--- src/rtl/splash_painter.sv ---
// Splash-screen painter: raster sweep of the framebuffer with black/red fills or ROM images.
// Optional build macro TRANSPARENT_KEY_EN: image pixels equal to KEY are not plotted.
module splash_painter #(
    parameter int         WIDTH  = 160,
    parameter int         HEIGHT = 120,
    parameter logic [2:0] RED    = 3'b100,
    parameter logic [2:0] KEY    = 3'b000
) (
    input  logic        clk,
    input  logic        rst,
    input  logic        wren,
    input  logic        showTitle,
    input  logic        drawBlack,
    input  logic        showGameOver,
    input  logic        flash,
    output logic [14:0] rom_addr,
    input  logic [2:0]  title_data,
    input  logic [2:0]  gameover_data,
    output logic [7:0]  x,
    output logic [6:0]  y,
    output logic [2:0]  colour,
    output logic        plot,
    output logic        busy,
    output logic        done
);

    typedef enum logic [1:0] {IDLE, SWEEP, DRAIN, DONE} state_t;
    typedef enum logic [1:0] {MODE_BLACK, MODE_FLASH, MODE_TITLE, MODE_GAMEOVER} mode_t;

    state_t      state, state_next;
    mode_t       mode, req_mode;
    logic        req_valid;

    logic [7:0]  cx;
    logic [6:0]  cy;
    logic        last_px;
    logic [14:0] pixel_addr;

    logic        s1_valid;
    logic [7:0]  s1_x;
    logic [6:0]  s1_y;
    logic        plot_q;
    logic        done_pend;
    logic        done_q;

    logic        keyable;
    logic        keyed;

    always_comb begin
        req_valid = drawBlack | flash | showGameOver | showTitle;
        req_mode  = MODE_TITLE;
        if (drawBlack)
            req_mode = MODE_BLACK;
        else if (flash)
            req_mode = MODE_FLASH;
        else if (showGameOver)
            req_mode = MODE_GAMEOVER;
    end

    assign last_px    = (cx == 8'(WIDTH - 1)) && (cy == 7'(HEIGHT - 1));
    assign pixel_addr = 15'(int'(cy) * WIDTH + int'(cx));

    always_comb begin
        state_next = state;
        case (state)
            IDLE:    if (wren && req_valid) state_next = SWEEP;
            SWEEP:   if (!wren) state_next = IDLE;
                     else if (last_px) state_next = DRAIN;
            DRAIN:   state_next = wren ? DONE : IDLE;
            DONE:    if (!wren) state_next = IDLE;
            default: state_next = IDLE;
        endcase
    end

    always_ff @(posedge clk) begin
        if (rst) begin
            state     <= IDLE;
            mode      <= MODE_BLACK;
            cx        <= '0;
            cy        <= '0;
            rom_addr  <= '0;
            s1_valid  <= 1'b0;
            s1_x      <= '0;
            s1_y      <= '0;
            x         <= '0;
            y         <= '0;
            plot_q    <= 1'b0;
            done_pend <= 1'b0;
            done_q    <= 1'b0;
        end else begin
            state     <= state_next;
            // Output stage lines up with the ROM's one-cycle read latency.
            x         <= s1_x;
            y         <= s1_y;
            plot_q    <= s1_valid;
            s1_valid  <= 1'b0;
            done_pend <= (state == DRAIN) && wren;
            done_q    <= done_pend;
            case (state)
                IDLE: begin
                    cx <= '0;
                    cy <= '0;
                    if (wren && req_valid)
                        mode <= req_mode;
                end
                SWEEP: begin
                    // An abort edge must not launch a new pixel; only the one in flight completes.
                    if (wren) begin
                        rom_addr <= pixel_addr;
                        s1_x     <= cx;
                        s1_y     <= cy;
                        s1_valid <= 1'b1;
                        if (cx == 8'(WIDTH - 1)) begin
                            cx <= '0;
                            cy <= cy + 7'd1;
                        end else begin
                            cx <= cx + 8'd1;
                        end
                    end
                end
                default: ;
            endcase
        end
    end

    always_comb begin
        colour = '0;
        case (mode)
            MODE_BLACK:    colour = '0;
            MODE_FLASH:    colour = RED;
            MODE_TITLE:    colour = title_data;
            MODE_GAMEOVER: colour = gameover_data;
            default:       colour = '0;
        endcase
    end

`ifdef TRANSPARENT_KEY_EN
    assign keyable = (mode == MODE_TITLE) || (mode == MODE_GAMEOVER);
`else
    assign keyable = 1'b0;
`endif

    assign keyed = keyable && (colour == KEY);
    assign plot  = plot_q && !keyed;
    assign busy  = (state == SWEEP) || (state == DRAIN);
    assign done  = done_q;

endmodule

--- config.mk ---
export PLATFORM = sky130hd
export DESIGN_NAME = splash_painter
export DESIGN_NICKNAME = d
export VERILOG_FILES = /design/src/rtl/splash_painter.sv
export SDC_FILE = /design/constraint.sdc
export NUM_CORES = 1
export LEC_CHECK = 0
export CAP_MARGIN = 15
export CORE_UTILIZATION = 47
export CTS_CLUSTER_DIAMETER = 150
export DETAILED_ROUTE_END_ITERATION = 16
export PLACE_DENSITY = 0.75
export SYNTH_ARGS = -nofsm -noshare
export SYNTH_HDL_FRONTEND = slang
export SYNTH_SLANG_ARGS = --single-unit
--- constraint.sdc ---
create_clock -name clk -period 2.3 [get_ports clk]
set_clock_uncertainty 0.1 [all_clocks]
set_input_delay 0.46 -clock clk [delete_from_list [all_inputs] [get_ports clk]]
set_output_delay 0.46 -clock clk [all_outputs]
set_load 0.01 [all_outputs]
==> qor.csv <==
metric,value,unit
worstPathCellList,"ha_1, ha_1, buf_4, xor2_2, buf_4, buf_4, nor3_1, o21ai_1, a21oi_1",
slowest_stage,dfxtp_4,
drc,0,
layout.nets,393,
dpl.hpwl,4280,um
diodes,0,
postPlaceCellArea,3510,sq um
reg2reg_from,cy[3],
power.density,749,nW/um^2
cts.htree.levels,3,
io_buffer_count,48,
clock.fmax,0.446,GHz
clock-sinks,63,
die_area,6360,sq um
worst_setup_path_end_kind,flip-flop,
synth_ff_type,dfxtp_1,
synth_compound_area_share,16.5,%
finalHoldViolations,0,
stdcell_count,436,
relSlewSlack,69.3,%
cts_tree,built,
ios,49,
dp.cells,417,
clockRootBuffer,clkbuf_8,
grt_pass1_wl,9900,um
hold_end,plot,
rows,27,
clockBufferDepth,2,
max_stage_delay,0.36,ns
stdcell_area,3930,sq um
overflow,0,
synth_top_family_by_area,simple AND/OR/NAND/NOR gates,
avgSynthCellArea,9.73,sq um
wl_per_cell,14.4,um
slew_violations,0,
holdWs,0.342,ns
ys_seq_area_share,44.4,%
dp_slack,-0.149,ns
dieWidth,79.8,um
fillers,444,
firstDrtPassIters,4,
path_common_cell,buf_4,
ff2ff_setup_slack,0.06,ns
status,completed,
synthTopCellsByArea,"dfxtp_1 (44%), ha_1 (8.4%), nor2b_1 (4.8%)",
synth_adder_area_share,9.78,%
cp-start-kind,flip-flop,
fp.dieH,79.8,um
vdd_drop_max,532,uV
yosysTopAreaCell,dfxtp_1,
cts_buffers,9,
drive_gt1_share,18.7,%
syn_inst,292,
crit_family,adder cells,
core_area,5680,sq um
post-route-min-period,2.24,ns
ys_async_sr_fraction,0,%
area_delta_synth_final,38.2,%
critPathRequiredTime,2.46,ns
clkTransAtPathRegs,0.07,ns
start_util,50.1,%
synth-simple-area-share,18.0,%
worst_slew_pin_slew,0.461,ns
via_per_inst,5.28,
synth-edff-count,0,
drtAntennaViolNets,0,
synthXorXnorAreaFrac,4.93,%
drv_cap,0,
gp_congestion,0.807,
path_class,flip-flop to flip-flop,
setup-violations-final,0,
path_max_fanout,5,
synthDistinctLibCells,52,
dr.first_iter.drc_count,104,
routed_wl,6270,um
clk_latency,0.34,ns
grt_max_degree,21,
yosys_warnings,0,
whs_path_depth,1,
power_leakage,0.00157,uW
vias,2303,
reg2reg_depth,9,
layout_setup_ws,0.0576,ns
min_path_type,flip-flop to flip-flop,
hp-start,s1_valid,
synth_area,2840,sq um
grt_use_total,20.5,%
reg2reg_to,rom_addr[10],
fin_crit_sh,97.5,%
syn_nets,326,
arrival,2.40,ns
crit_buf_inv,3,
synth_top_cell_area_share,44.4,%
grt_pass1_vias,2106,
synth_mux_area_share,1.81,%
antenna_found_initial,0,
finalPower,2940,uW
ys_ff_latch,63,
[worst reg2reg max path, cell delays in order, from the launching register on]
cell and delay, ns:
dfxtp_4 0.36, ha_1 0.29, ha_1 0.35, buf_4 0.17
xor2_2 0.18, buf_4 0.14, buf_4 0.12, nor3_1 0.20
o21ai_1 0.10, a21oi_1 0.16
[routing by layer]
layer	global-route usage, %	share of wire, %	up-vias
met1	26.8	48	1082
met3	5.83	3.4	7
met5	0	0	-
li1	-	-	1162
met2	32.5	47	52
met4	6.61	1.2	0
[area by class of cell]
| type | count | area [sq um] | share of cell area (%) |
|---|---|---|---|
| multi-input cells | 201 | 1580 | 40.3 |
| flip-flops and latches | 63 | 1270 | 32.3 |
| repair buffers | 74 | 678 | 17.3 |
| clock buffers | 11 | 141 | 3.60 |
| clock inverters | 5 | 129 | 3.28 |
| well taps | 72 | 90.1 | 2.29 |
| inverters | 10 | 37.5 | 0.956 |
[logic make-up after synthesis]
group,count (synthesis)
and+or+nand+nor,96
AOI/OAI and AO/OA,63
DFF,63
buffers and inverters,28
adders and majority gates,21
xor gates and xnor gates,16
muxes,5
[how the worst max path moves through the flow]
stage / start / end / slack [ns] / cells past startpoint
floorplan: cy[3] / rom_addr[13] / 0.01 / 8
global placement: cy[3] / rom_addr[14] / -0.07 / 7
detailed placement: cy[3] / rom_addr[14] / -0.15 / 7
CTS: cy[1] / rom_addr[13] / -0.04 / 8
global route: cy[3] / rom_addr[13] / -0.02 / 8
finish: cy[3] / rom_addr[10] / 0.06 / 9
[cell usage after synthesis (all sizes together) (2+ instances only)]
| cell type | instances |
|---|---|
| ha | 19 |
| inv | 10 |
| nand3 | 8 |
| and3 | 4 |
| and2 | 2 |
| nor4 | 2 |
| nor2 | 25 |
| mux2i | 4 |
| nand4 | 2 |
| xnor2 | 6 |
| nand2 | 16 |
| buf | 12 |
| a2bb2oi | 3 |
| clkbuf | 6 |
| o22a | 12 |
| nor2b | 22 |
| a21oi | 12 |
| o21ai | 11 |
| a211oi | 6 |
| a31oi | 2 |
| nor3 | 6 |
| xor2 | 10 |
| a21o | 2 |
| a311oi | 3 |
| fa | 2 |
| nand4b | 3 |
| dfxtp | 63 |
| o21ba | 2 |
[flip-flops by register name (all words and copies together) (netlist names), 3 cells and up]
register and flops:
y 7, rom_addr 15, s1_y 7, x 8
cx 8, cy 7, s1_x 3
[power breakdown]
| group | internal (uW) | leakage, uW | switching (uW) |
|---|---|---|---|
| clock network | 862 | 0.000134 | 424 |
| logic | 229 | 0.000922 | 221 |
| registers | 1170 | 0.000514 | 37.7 |
| total | 2260 | 0.00157 | 683 |
[timing repair]
action / in CTS / in global routing
hold buffers: 0 / 0
setup endpoints to repair: 5 / 5
setup buffers: 2 / 1
hold endpoints to repair: 0 / 0
pin swaps: 8 / 10
gates resized for setup: 11 / 13
[stage by stage]
step,setup TNS (ns),util (%)
CTS,-0.0400,67.8
global route,-0.0408,69.2
global placement,-0.243,61.9
finish,0,69.2
floorplan,0,-
detailed placement,-0.552,61.9
[placed cells by master (no fill, tap or decap), types with 2 or more instances in the layout]
cell type and n:
a211oi_1 4, a211oi_4 2, a21o_1 2, a21oi_1 12
a2bb2oi_1 3, a311oi_1 3, a31oi_1 2, and3_1 4
buf_4 26, bufinv_16 4, clkbuf_8 10, clkdlybuf4s50_1 47
dfxtp_1 59, dfxtp_2 3, ha_1 14, ha_4 4
inv_1 10, mux2i_1 4, nand2_1 16, nand3_1 8
nand4_1 2, nand4b_1 3, nor2_1 24, nor2b_1 21
nor3_1 6, o21ai_0 6, o21ai_1 3, o21ai_2 2
o22a_1 12, xnor2_1 6, xor2_1 9
No activity file was read; power rests on OpenSTA's default activity.
